`src/rtl/img_proc_pkg.sv`:
```
// Shared types and defaults for the image-processing threshold path.
package img_proc_pkg;

  // Controller states
  typedef enum logic [1:0] {
    IDLE   = 2'd0,
    ACCUM  = 2'd1,
    DIV    = 2'd2,
    UPDATE = 2'd3
  } thr_state_e;

  // 8-bit luma sample
  typedef logic [7:0] pixel_t;

  // Default threshold and auto-threshold clamp limits
  localparam int unsigned PKG_DEFAULT_THR = 127;
  localparam int unsigned PKG_THR_MIN     = 16;
  localparam int unsigned PKG_THR_MAX     = 239;

endpackage

```
`src/rtl/thr_mean_div.sv`:
```
// 8-cycle restoring divider producing an 8-bit quotient (sum / count).
// The caller guarantees quotient <= 255 (dividend <= 255 * divisor).
module thr_mean_div #(
  parameter int unsigned CNT_W = 22
) (
  input  logic               clk,
  input  logic               reset,
  input  logic               start,
  input  logic               abort,
  input  logic [CNT_W+7:0]   dividend,
  input  logic [CNT_W-1:0]   divisor,
  output logic               done,
  output logic [7:0]         quotient
);

  localparam int unsigned DW = CNT_W + 8;

  logic [DW-1:0]    rem_q, rem_d;
  logic [CNT_W-1:0] dvs_q, dvs_d;
  logic [2:0]       bit_q, bit_d;
  logic             act_q, act_d;
  logic             done_q, done_d;
  logic [7:0]       quo_q, quo_d;
  logic [DW-1:0]    trial;

  // Load operands on start, then resolve one quotient bit per cycle, MSB first
  always_comb begin
    rem_d  = rem_q;
    dvs_d  = dvs_q;
    bit_d  = bit_q;
    act_d  = act_q;
    quo_d  = quo_q;
    done_d = 1'b0;
    trial  = {8'b0, dvs_q} << bit_q;
    if (abort) begin
      act_d = 1'b0;
    end else if (start) begin
      rem_d = dividend;
      dvs_d = divisor;
      bit_d = 3'd7;
      quo_d = '0;
      act_d = 1'b1;
    end else if (act_q) begin
      if (rem_q >= trial) begin
        rem_d        = rem_q - trial;
        quo_d[bit_q] = 1'b1;
      end
      if (bit_q == 3'd0) begin
        act_d  = 1'b0;
        done_d = 1'b1;
      end else begin
        bit_d = bit_q - 3'd1;
      end
    end
  end

  // Divider state registers
  always_ff @(posedge clk or posedge reset) begin
    if (reset) begin
      rem_q  <= '0;
      dvs_q  <= '0;
      bit_q  <= '0;
      act_q  <= 1'b0;
      done_q <= 1'b0;
      quo_q  <= '0;
    end else begin
      rem_q  <= rem_d;
      dvs_q  <= dvs_d;
      bit_q  <= bit_d;
      act_q  <= act_d;
      done_q <= done_d;
      quo_q  <= quo_d;
    end
  end

  assign done     = done_q;
  assign quotient = quo_q;

endmodule

```
`src/rtl/img_threshold_ctrl.sv`:
```
// Adaptive binarization threshold: frame luma mean, clamped, published per frame;
// manual mode passes a programmed threshold through.
module img_threshold_ctrl
  import img_proc_pkg::*;
#(
  parameter int unsigned DEFAULT_THR = PKG_DEFAULT_THR,
  parameter int unsigned CNT_W       = 22,
  parameter int unsigned THR_MIN     = PKG_THR_MIN,
  parameter int unsigned THR_MAX     = PKG_THR_MAX
) (
  input  logic       clk,
  input  logic       reset,
  input  logic       frame_start_i,
  input  logic       frame_end_i,
  input  logic       valid_i,
  input  logic [7:0] y_i,
  input  logic       cfg_auto_i,
  input  logic [7:0] cfg_manual_thr_i,
  output logic [7:0] thr_o,
  output logic       thr_update_o,
  output logic       busy_o
);

  localparam int unsigned SW = CNT_W + 8;

  thr_state_e       state_q, state_d;
  logic [SW-1:0]    sum_q, sum_d;
  logic [CNT_W-1:0] cnt_q, cnt_d;
  pixel_t           thr_q, thr_d;
  logic             upd_q, upd_d;
  logic             pix_ok;
  logic             div_start;
  logic             div_done;
  pixel_t           div_quo;
  pixel_t           mean_clamped;

  // Divider operands are the next-state accumulators so a pixel coincident
  // with frame_end_i is included in the mean.
  thr_mean_div #(
    .CNT_W (CNT_W)
  ) u_div (
    .clk      (clk),
    .reset    (reset),
    .start    (div_start),
    .abort    (frame_start_i),
    .dividend (sum_d),
    .divisor  (cnt_d),
    .done     (div_done),
    .quotient (div_quo)
  );

  // Clamp the divider result into the allowed auto-threshold window
  always_comb begin
    mean_clamped = div_quo;
    if (div_quo < 8'(THR_MIN)) begin
      mean_clamped = 8'(THR_MIN);
    end else if (div_quo > 8'(THR_MAX)) begin
      mean_clamped = 8'(THR_MAX);
    end
  end

  // FSM next state, accumulation and threshold update
  always_comb begin
    state_d   = state_q;
    sum_d     = sum_q;
    cnt_d     = cnt_q;
    thr_d     = thr_q;
    upd_d     = 1'b0;
    div_start = 1'b0;
    pix_ok    = valid_i && (cnt_q != '1);

    if (!cfg_auto_i) begin
      thr_d = cfg_manual_thr_i;
    end

    if (frame_start_i) begin
      state_d = ACCUM;
      sum_d   = valid_i ? {{CNT_W{1'b0}}, y_i} : '0;
      cnt_d   = valid_i ? CNT_W'(1) : '0;
    end else begin
      unique case (state_q)
        IDLE: begin
          state_d = IDLE;
        end
        ACCUM: begin
          if (pix_ok) begin
            sum_d = sum_q + {{CNT_W{1'b0}}, y_i};
            cnt_d = cnt_q + CNT_W'(1);
          end
          if (frame_end_i) begin
            if (cnt_d != '0) begin
              state_d   = DIV;
              div_start = 1'b1;
            end else begin
              state_d = IDLE;
            end
          end
        end
        DIV: begin
          if (div_done) begin
            state_d = UPDATE;
          end
        end
        UPDATE: begin
          state_d = IDLE;
          if (cfg_auto_i) begin
            thr_d = mean_clamped;
            upd_d = 1'b1;
          end
        end
        default: state_d = IDLE;
      endcase
    end
  end

  // State, accumulator and output registers
  always_ff @(posedge clk or posedge reset) begin
    if (reset) begin
      state_q <= IDLE;
      sum_q   <= '0;
      cnt_q   <= '0;
      thr_q   <= 8'(DEFAULT_THR);
      upd_q   <= 1'b0;
    end else begin
      state_q <= state_d;
      sum_q   <= sum_d;
      cnt_q   <= cnt_d;
      thr_q   <= thr_d;
      upd_q   <= upd_d;
    end
  end

  assign thr_o        = thr_q;
  assign thr_update_o = upd_q;
  assign busy_o       = (state_q != IDLE);

endmodule
```
`config.mk`:
```
export PLATFORM = sky130hd
export DESIGN_NAME = img_threshold_ctrl
export DESIGN_NICKNAME = d
export VERILOG_FILES = /design/src/rtl/img_proc_pkg.sv /design/src/rtl/thr_mean_div.sv /design/src/rtl/img_threshold_ctrl.sv
export SDC_FILE = /design/constraint.sdc
export NUM_CORES = 1
export LEC_CHECK = 0
export BUFFER_PORTS_ARGS = -buffer_cell sky130_fd_sc_hd__buf_2
export CORE_ASPECT_RATIO = 0.75
export CORE_UTILIZATION = 50
export DETAILED_ROUTE_END_ITERATION = 7
export GPL_TIMING_DRIVEN = 1
export PLACE_DENSITY = 0.76
export SLEW_MARGIN = 25
export SYNTH_ARGS = -nofsm -noshare
export SYNTH_HDL_FRONTEND = slang
export SYNTH_SLANG_ARGS = --single-unit
```
`constraint.sdc`:
```
create_clock -name clk -period 13.1 [get_ports clk]
set_input_delay 0.655 -clock clk [delete_from_list [all_inputs] [get_ports clk]]
set_output_delay 0.655 -clock clk [all_outputs]
set_load 0.01 [all_outputs]
```
## After elaboration in Yosys (flattened, before gate mapping)

Index checks and enable logic that the tools add are counted.

- Bits in registers: 128
- Bits in latches: 0
- Memory bits (writable): 0
- ROM bits: 0
- Output and inout port bits: 10
- Word-level logic and storage cells: 90
- Memories kept: 0

- $add $sub $neg: 4
- Multipliers: 0
- Div/mod/pow operators: 0
- $lt $le $gt $ge: 5
- Equal/unequal tests: 7
- Shift-type cells: 1
- Muxes and demuxes: 47
- Bitwise operators: 2
- Reduce and logical (&&, ||, !) cells: 13

Operator list:

| operator | count |
|---|---|
| $mux 30 | 6 |
| $mux 22 | 5 |
| $mux 8 | 10 |
| $add 30x8->30 | 1 |
| $ge 30x30->1 | 1 |
| $shl 22x3->30 | 1 |
| $sub 30x30->30 | 1 |
| $add 22x1->22 const B | 1 |
| $ne 22x22->1 const B | 1 |
| $reduce_bool 22->1 | 1 |
| $mux 1 | 17 |
| $mux 3 | 3 |
| $gt 8x8->1 const B | 1 |
| $lt 8x5->1 const B | 1 |
| $mux 2 | 4 |
| $or 8x8->8 | 1 |
| $pmux 2 s3 | 1 |
| $reduce_and 3->1 | 2 |
| $reduce_bool 2->1 | 3 |
| $eq 2x2->1 const B | 2 |
| $lt 3x4->1 const B | 1 |
| $reduce_and 2->1 | 2 |
| $demux 1 s3 | 1 |
| $ge 3x1->1 const B | 1 |
| other kinds (10) | 11 |

## Depth between registers and ports, before layout

Gate-level depths: netlist of run 1.

- Word-level depth: 12
- Depth in mapped cells: 20

## Cells and area by module

Synthesis of run 1 repeated with hierarchy kept, for this count alone.

- Cells, all modules: 1032
- Area total of the unflattened synthesis: 9155.0 µm²

Modules (own cells, without submodules):

| module | instances | cells each | area an instance (µm²) |
|---|---|---|---|
| thr_mean_div | 1 | 560 | 5114.9 |
| img_threshold_ctrl | 1 | 472 | 4040.1 |

## Worst setup path after synthesis of run 1

OpenSTA, ideal clock, no wires.

- Path type: reg2reg
- Start point: register u_div.bit_q[0]
- End point: register u_div.rem_q[6]
- Setup time: 125 ps
- Arrival: 4380 ps
- Required time: 12975 ps
- Path slack: 8595 ps
- Stages on the path, launching flop included: 18
- Path buffers: 5
- Period minus slack after synthesis: 4505 ps
- Cell sequence: dfrtp_1 clkbuf_1 buf_1 mux4_2 mux2i_1 ha_1 clkbuf_1 a211o_1 o211ai_1 a21oi_1 a211oi_1 a21oi_1 or2_2 clkbuf_1 clkbuf_1 nor2_1 a21oi_1 mux2_2

- Cells in the longest elaborated chain, start to end: 5
- Elaborated cells between the ends (all ways): 8
- Classes of those cells: add/sub: 1; order compare: 1; shift: 1; mux: 3; reduce/logical: 2

Ends and longest elaborated chain:

| what | RTL line | text |
|---|---|---|
| from (decl) | thr_mean_div.sv:20 | `logic [2:0] bit_q, bit_d;` |
| from (signal assigned) | thr_mean_div.sv:69 | `bit_q <= bit_d;` |
| $shl 22x3->30 * | thr_mean_div.sv:34 | `trial = {8'b0, dvs_q} << bit_q;` |
| $sub 30x30->30 | thr_mean_div.sv:45 | `rem_d = rem_q - trial;` |
| $mux 30 | thr_mean_div.sv:44 | `if (rem_q >= trial) begin` |
| $mux 30 | thr_mean_div.sv:43 | `end else if (act_q) begin` |
| $mux 30 | thr_mean_div.sv:37 | `end else if (start) begin` |
| to (signal assigned) | thr_mean_div.sv:67 | `rem_q <= rem_d;` |
| to (decl) | thr_mean_div.sv:18 | `logic [DW-1:0] rem_q, rem_d;` |

Mark *: on every way between the ends. The rest lies on a longest branch, timed or not. The select of a mux whose other input is x is not followed.
A chain may end at the register's enable or synchronous reset.

## Worst setup path in the final report of run 1

- Start point: register u_div.bit_q[1]
- End point: register u_div.rem_q[7]

The elaborated chain is that of the path after synthesis.

==> results of run 1 <==
-- cells by family after synthesis --
kind of cell               after synthesis
adders and majority gates               42
AOI/OAI and AO/OA                      213
muxes                                   94
buffers and inverters                   71
DFF                                    128
xor gates and xnor gates                68
and+or+nand+nor                        356
-- metal layers --
metal	track usage, %	wire, um	vias to the layer above
met4	6.37	244	0
met5	0	0	-
met2	36.5	9540	275
met1	38.2	10900	3645
li1	-	-	3565
met3	6.11	1540	22
-- metrics by stage --
step / util (%) / std cells / hold slack [ns] / setup slack, ns
after floorplan: - / 972 / 0.439 / 8.60
after global placement: 52.7 / 1206 / 0.462 / 7.86
after detailed placement: 52.7 / 1206 / 0.470 / 7.87
after CTS: 56.3 / 1238 / 0.406 / 7.84
after global routing: 56.3 / 1238 / 0.442 / 7.87
final: 56.3 / 1238 / 0.380 / 8.25
-- where the power goes --
part	total, uW	switching [uW]	internal (uW)
logic	890	517	373
registers	532	69.9	462
clock network	508	175	333
-- area by class of cell --
class                   count  area [um2]
fillers                  1492        7690
multi-input cells         773        5460
flip-flops and latches    128        3210
clock buffers              23         478
well taps                 242         303
repair buffers             38         208
clock inverters             9         158
inverters                  25        96.3
-- state kept, by name, indices dropped and copies added (netlist names) --
signal and cells:
sum_q 30, u_div.rem_q 30, cnt_q 22, u_div.dvs_q 22, thr_o 8, u_div.quotient 8, u_div.bit_q 3, state_q 2
thr_update_o 1, u_div.act_q 1, u_div.done 1
-- worst paths after layout --
path / startpoint / slack [ns] / end / cells past startpoint
setup / recovery: u_div.bit_q[1] / 8.25 / u_div.rem_q[7] / 15
hold / removal: reset / 0.38 / sum_q[1] / 2
setup reg to reg: u_div.bit_q[1] / 8.25 / u_div.rem_q[7] / 15
hold reg to reg: u_div.done / 0.49 / state_q[0] / 2
max in group asynchronous: reset / 11.38 / u_div.rem_q[16] / 3
min in group clk: frame_end_i / 0.45 / state_q[0] / 2
-- cells in the mapped netlist, drive strengths merged (9+ instances only) --
library cell / count / share of area, %
nor2b: 14 / 0.98
nand3: 44 / 2.6
mux2i: 45 / 5.0
and3: 15 / 1.0
nor2: 113 / 4.7
or3: 10 / 0.70
mux2: 35 / 5.0
nor4: 9 / 0.84
a211oi: 17 / 1.5
xnor2: 34 / 3.3
ha: 40 / 5.6
dfrtp: 121 / 34
a31oi: 22 / 1.7
o21ai: 48 / 2.7
buf: 13 / 0.89
nand2b: 10 / 0.70
or2: 9 / 0.63
nor3: 21 / 1.2
inv: 23 / 0.96
mux4: 14 / 3.5
clkbuf: 33 / 1.4
a21o: 10 / 0.84
nand4: 13 / 0.91
nand2: 73 / 3.1
xor2: 34 / 3.3
a21oi: 75 / 4.2
==> summary.md, run 1 <==
| Metric | Value |
|---|---|
| Most frequent cells in the layout | `dfrtp_1 (120), nor2_1 (112), a21oi_1 (74)` |
| Total power | `about 1900 uW` |
| Initial DRC count | `roughly 770` |
| Power Density | `195 mW/mm2` |
| Final hold vios | `0` |
| Post-synth EDFFs | `0` |
| Final Routed Wirelength | `about 22000 um` |
| CTS root buffer | `clkbuf_16` |
| Setup violations, final | `0` |
| Synth cell types | `70` |
| Synthesized flop and latch total | `128` |
| Vias per cell | `approximately 6.1` |
| Synth Flop Type | `dfrtp_1` |
| H-tree Lvls | `4` |
| Gr ovfl total | `0` |
| Worst Path Required | `13.41 ns` |
| Yosys warning total | `0` |
| Synth Cell Area | `0.00896 mm2` |
| Cell family with most CP delay | `simple AND/OR/NAND/NOR gates` |
| P_leak | `approximately 0.0042 uW` |
| Max-cap viol count | `0` |
| Clock Skew | `roughly 0.0096 ns` |
| Share of cells above drive strength 1 | `between 10% and 20%` |
| Pin count of the biggest net entering global routing | `66` |
| # resized after CTS | `0` |
| Finished layout cell area | `around 0.0099 mm2` |
| Min-delay worst type | `in2async` |
| GP Congestion | `between 0.9 and 1` |
| Placed cell area | `roughly 0.0093 mm2` |
| Top Ports | `32` |
| # hold bufs at CTS | `0` |
| Slowest stage delay, CP | `approximately 0.75 ns` |
| Critical path peak fanout | `42` |
| Setup TNS | `0 ns` |
| Setup Fix Bufs, Post-CTS | `0` |
| Outcome | `finished, final reports clean` |
| Number of remaining DRC errors | `0` |
| Compound-Gate Fraction of Synth Area | `between 10 and 15%` |
| CP bufs+invs | `1` |
| RSZ-0062 raised after global routing | `no` |
| WS Path Type | `reg2reg` |
| Period utilization | `37.1%` |
| Post-synthesis simple-gate area fraction | `19.6%` |
| Startpoint Class | `flop` |
| Max Clock Freq | `just over 0.2 GHz` |
| Crit. End Element | `flop` |
| Synthesized area per cell | `approximately 9.2 um2` |
| TritonCTS buffer count | `17` |
| Antenna Nets Post-Route | `0` |
| Initial antenna violation count | `0` |
| Synthesized Nets | `1036` |
| Adder-cell share of the synthesized area | `under 10%` |
| Pre-antenna DRT Iters | `5` |
| Critical-path cell list | `clkinv_1, nor2_1, nand2_1, o21ai_0, mux2i_1, ha_1, or2_2, a21oi_1, a31oi_1, a211oi_1, a21oi_1, or2_2, nor2_1, a21oi_1, mux2_2` |
| Core Area | `~0.018 mm2` |
| Clk slew on worst S/H paths | `roughly 0.060 ns` |
| Dpl hpwl | `~16000 um` |
| Vias in the first global route | `between 6000 and 7000` |
| Slowest CP cell | `dfrtp_2` |
| Mapped Cells | `roughly 1000` |
| Post-synthesis mux area share | `between 10% and 20%` |
| Slew headroom | `34.2%` |
| Port bufs | `31` |
| XOR/XNOR share of the synthesized area | `under 10%` |
| Final Net Count | `1047` |
| Most common cell after layout, fill and taps aside | `dfrtp_1` |
| Gr usage total | `25.5%` |
| N_diodes | `0` |
| Min cycle time layout | `approximately 4.9 ns` |
| Site Rows | `42` |
| Main combinational cell family by area after synthesis | `simple AND/OR/NAND/NOR gates` |
| Peak supply drop | `0.110 mV` |
| Die area | `between 0.015 and 0.02 mm2` |
| First-pass GRT wire length | `36600 um` |
| Clock Path Buffers | `2` |
| Count of pins over their slew limit | `0` |
| Initial Utilization | `between 50 and 60%` |
| Tightest Pin Transition | `0.987 ns` |
| Area Overhead vs Synth | `10.6%` |
| Vias | `roughly 7500` |
| Ys async rst share | `100%` |
| Clk sink count | `approximately 130` |
| Wire per inst | `about 18 um` |
| Die Ht | `118 um` |
| CP arrival | `around 5.2 ns` |
| DIE WIDTH | `~160 um` |
| CTS tree | `yes` |
| Clk_lat worst skew | `roughly 0.43 ns` |
| Most frequent CP cell | `a21oi_1` |
| Seq/Total Area, Yosys | `35.8%` |
Note: power is estimated with default switching activity, not from simulation.
==> run 2: changes to the inputs <==
--- a/config.mk
+++ b/config.mk
@@ -10,7 +10,7 @@
 export CORE_UTILIZATION = 50
 export DETAILED_ROUTE_END_ITERATION = 7
 export GPL_TIMING_DRIVEN = 1
-export PLACE_DENSITY = 0.76
+export PLACE_DENSITY = 0.78
 export SLEW_MARGIN = 25
 export SYNTH_ARGS = -nofsm -noshare
 export SYNTH_HDL_FRONTEND = slang
==> constraint.sdc (replaced) <==
create_clock -name clk -period 4.2 [get_ports clk]
set_input_delay 0.21 -clock clk [delete_from_list [all_inputs] [get_ports clk]]
set_output_delay 0.21 -clock clk [all_outputs]
set_load 0.01 [all_outputs]
==> run 2 against run 1 <==
Compared with the run above: clock skew is 0.0010 ns higher; die area unchanged; global-route usage rose by 0.67 points; first-iteration DRC count is 2.2% higher; hold slack lost 0.35 ns; critical path depth shrank 2; combinational power grew to 3.3 times the previous value; clock-buffer cell count down 4; clock power increased to 2.9 times the previous value; worst setup slack lost 8.0 ns; register-to-register slack worse by 8.0 ns; cell area rose by 1.9%; highest routed layer unchanged.
==> summary.md, run 2 (synthesized netlist as in run 1, its figures left out) <==
| Metric | Value |
|---|---|
| H-tree Lvls | `4 (unchanged)` |
| R2R setup slack | `0.21 ns (was 8.25 ns)` |
| Gr ovfl total | `0 (unchanged)` |
| Vias in the first global route | `7305 (was 6981)` |
| Final Routed Wirelength | `23000 um (was 22200 um)` |
| Initial antenna violation count | `0 (unchanged)` |
| Slowest CP cell | `mux4_2 (was dfrtp_2)` |
| R2R depth | `13 (was 15)` |
| Vias per cell | `6.06 (about the same)` |
| Largest regs | `sum_q (30), u_div.rem_q (30) (unchanged)` |
| Met1 Resource Use GR | `37.2% (was 38.2%)` |
| Final hold vios | `0 (unchanged)` |
| Clk_lat worst skew | `0.43 ns (about the same)` |
| TritonCTS buffer count | `17 (unchanged)` |
| Core Area | `0.0176 mm2 (unchanged)` |
| Peak supply drop | `0.378 mV (was 0.110 mV)` |
| Tightest Pin Transition | `0.786 ns (was 0.987 ns)` |
| First-pass GRT wire length | `37600 um (was 36600 um)` |
| Site Rows | `42 (unchanged)` |
| Power Density | `602 mW/mm2 (was 195 mW/mm2)` |
| Worst Setup SP | `u_div.bit_q[0] (was u_div.bit_q[1])` |
| Setup violations, final | `0 (unchanged)` |
| Worst reg2reg endpoint | `u_div.rem_q[27] (was u_div.rem_q[7])` |
| Period utilization | `95.1% (was 37.1%)` |
| Dpl hpwl | `16500 um (was 15700 um)` |
| GP Congestion | `0.950 (was 0.929)` |
| N_diodes | `0 (unchanged)` |
| Most common cell after layout, fill and taps aside | `dfrtp_1 (unchanged)` |
| Area Overhead vs Synth | `12.7% (was 10.6%)` |
| Cell family with most CP delay | `compound AO/OA/AOI/OAI gates (was simple AND/OR/NAND/NOR gates)` |
| Initial Utilization | `50.9% (unchanged)` |
| WS Path Type | `reg2reg (unchanged)` |
| Setup TNS | `0 ns (unchanged)` |
| Vias | `7638 (was 7507)` |
| Most frequent CP cell | `mux2i_1 (was a21oi_1)` |
| Most frequent cells in the layout | `dfrtp_1 (120), nor2_1 (113), a21oi_1 (73), nand2_1 (73), o21ai_0 (46) (was dfrtp_1 (120), nor2_1 (112), a21oi_1 (74))` |
| Worst Path Required | `4.49 ns (was 13.41 ns)` |
| Setup Fix Bufs, Post-CTS | `0 (unchanged)` |
| Clk slew on worst S/H paths | `0.06 ns (about the same)` |
| P_leak | `0.00434 uW (was 0.00422 uW)` |
| Global routing usage on met2 | `37.5% (was 36.5%)` |
| Share of cells above drive strength 1 | `17.0% (was 14.8%)` |
| CTS root buffer | `clkbuf_16 (unchanged)` |
| RSZ-0062 raised after global routing | `no (unchanged)` |
| Outcome | `finished, final reports clean (unchanged)` |
| Number of remaining DRC errors | `0 (unchanged)` |
| Count of pins over their slew limit | `0 (unchanged)` |
| Critical path peak fanout | `27 (was 42)` |
| Port bufs | `31 (unchanged)` |
| Wire per inst | `18.2 um (was 17.9 um)` |
| Max-cap viol count | `0 (unchanged)` |
| Slew headroom | `46.9% (was 34.2%)` |
| Pin count of the biggest net entering global routing | `59 (was 66)` |
| CTS tree | `yes (unchanged)` |
| Clk sink count | `128 (unchanged)` |
| Clock Skew | `0.0106 ns (was 0.00959 ns)` |
| Pre-antenna DRT Iters | `5 (unchanged)` |
| Max Clock Freq | `0.250 GHz (was 0.206 GHz)` |
| Min cycle time layout | `3.99 ns (was 4.85 ns)` |
| Top Ports | `32 (unchanged)` |
| DP Cell Count | `1223 (was 1206)` |
| Final Net Count | `1069 (was 1047)` |
| Setup crit end | `u_div.rem_q[27] (was u_div.rem_q[7])` |
| Finished Layout Cells | `1260 (was 1238)` |
| Die Ht | `118 um (unchanged)` |
| DIE WIDTH | `157 um (unchanged)` |
| Antenna Nets Post-Route | `0 (unchanged)` |
| R2R Path Start | `u_div.bit_q[0] (was u_div.bit_q[1])` |
| Initial DRC count | `784 (was 767)` |
| CP bufs+invs | `1 (unchanged)` |
| Busiest grt layer | `met2 (was met1)` |
| GR Util met3 | `7.84% (was 6.11%)` |
| Min-delay worst type | `in2reg (was in2async)` |
| Clock Path Buffers | `2 (unchanged)` |
| Startpoint Class | `flop (unchanged)` |
| Gr usage total | `26.1% (was 25.5%)` |
| Slowest stage delay, CP | `0.59 ns (was 0.75 ns)` |
| CP arrival | `4.28 ns (was 5.16 ns)` |
| Worst path depth | `13 (was 15)` |
| Crit. End Element | `flop (unchanged)` |
| Die area | `0.0185 mm2 (unchanged)` |
| Critical-path cell list | `buf_12, mux4_2, mux2i_1, ha_1, a21oi_1, o21ai_0, and3_1, a211o_1, o2111ai_1, nand3_2, a32o_1, nor3_1, mux2i_1 (was clkinv_1, nor2_1, nand2_1, o21ai_0, mux2i_1, ha_1, or2_2, a21oi_1, a31oi_1, a211oi_1, a21oi_1, or2_2, nor2_1, a21oi_1, mux2_2)` |
[run 2: through the flow]
stage	utilization (%)	cell area, um2	power [uW]	hold slack, ns	setup WS, ns
final	57.4	10100	6080	0.0254	0.207
after detailed placement	53.6	9440	4480	0.298	0.0649
after CTS	57.2	10100	5980	0.00625	0.0313
after floorplan	-	8970	3790	0.321	0.0164
after global placement	53.6	9440	4420	0.296	0.125
after global routing	57.4	10100	6470	0.0137	0.0169
[run 2: report_power, final]
part	internal [uW]	switching [uW]	total, uW
Combinational	1250	1730	2980
Clock	903	565	1470
Sequential	1440	185	1630
[run 2: layout make-up]
type,instances,area [um2]
clock inverters,13,139
multi-input cells,775,5500
flip-flops and latches,128,3210
clock buffers,19,453
repair buffers,58,403
fillers,1453,7500
well taps,242,303
inverters,25,96.3
[run 2: how the worst min path moves through the flow]
stage                     slack (ns)   startpoint         end  cells after the start
after floorplan                 0.32  frame_end_i  state_q[0]                      1
after global placement          0.30        reset    sum_q[1]                      2
after detailed placement        0.30        reset    sum_q[3]                      2
after CTS                      0.006       y_i[3]    sum_q[3]                      2
after global routing            0.01       y_i[3]    sum_q[3]                      2
final                           0.03       y_i[3]    sum_q[3]                      2
[run 2: metal layers]
metal / routed length [um] / up-vias
li1: - / 3613
met1: 10800 / 3686
met2: 9790 / 299
met3: 1890 / 40
met4: 518 / 0
met5: 0 / -
[run 2: what timing repair did]
action,in CTS,in global routing
hold endpoints to repair,40,0
hold buffers,3,0
resized for setup,0,8
endpoints found under the setup margin,0,28
[run 2: worst reg2reg max path, cell delays in order, from the launching register on]
cell       delay (ns)
dfrtp_1          0.40
buf_12           0.22
mux4_2           0.60
mux2i_1          0.22
ha_1             0.35
a21oi_1          0.19
o21ai_0          0.16
and3_1           0.21
a211o_1          0.37
o2111ai_1        0.39
nand3_2          0.20
a32o_1           0.27
nor3_1           0.17
mux2i_1          0.10
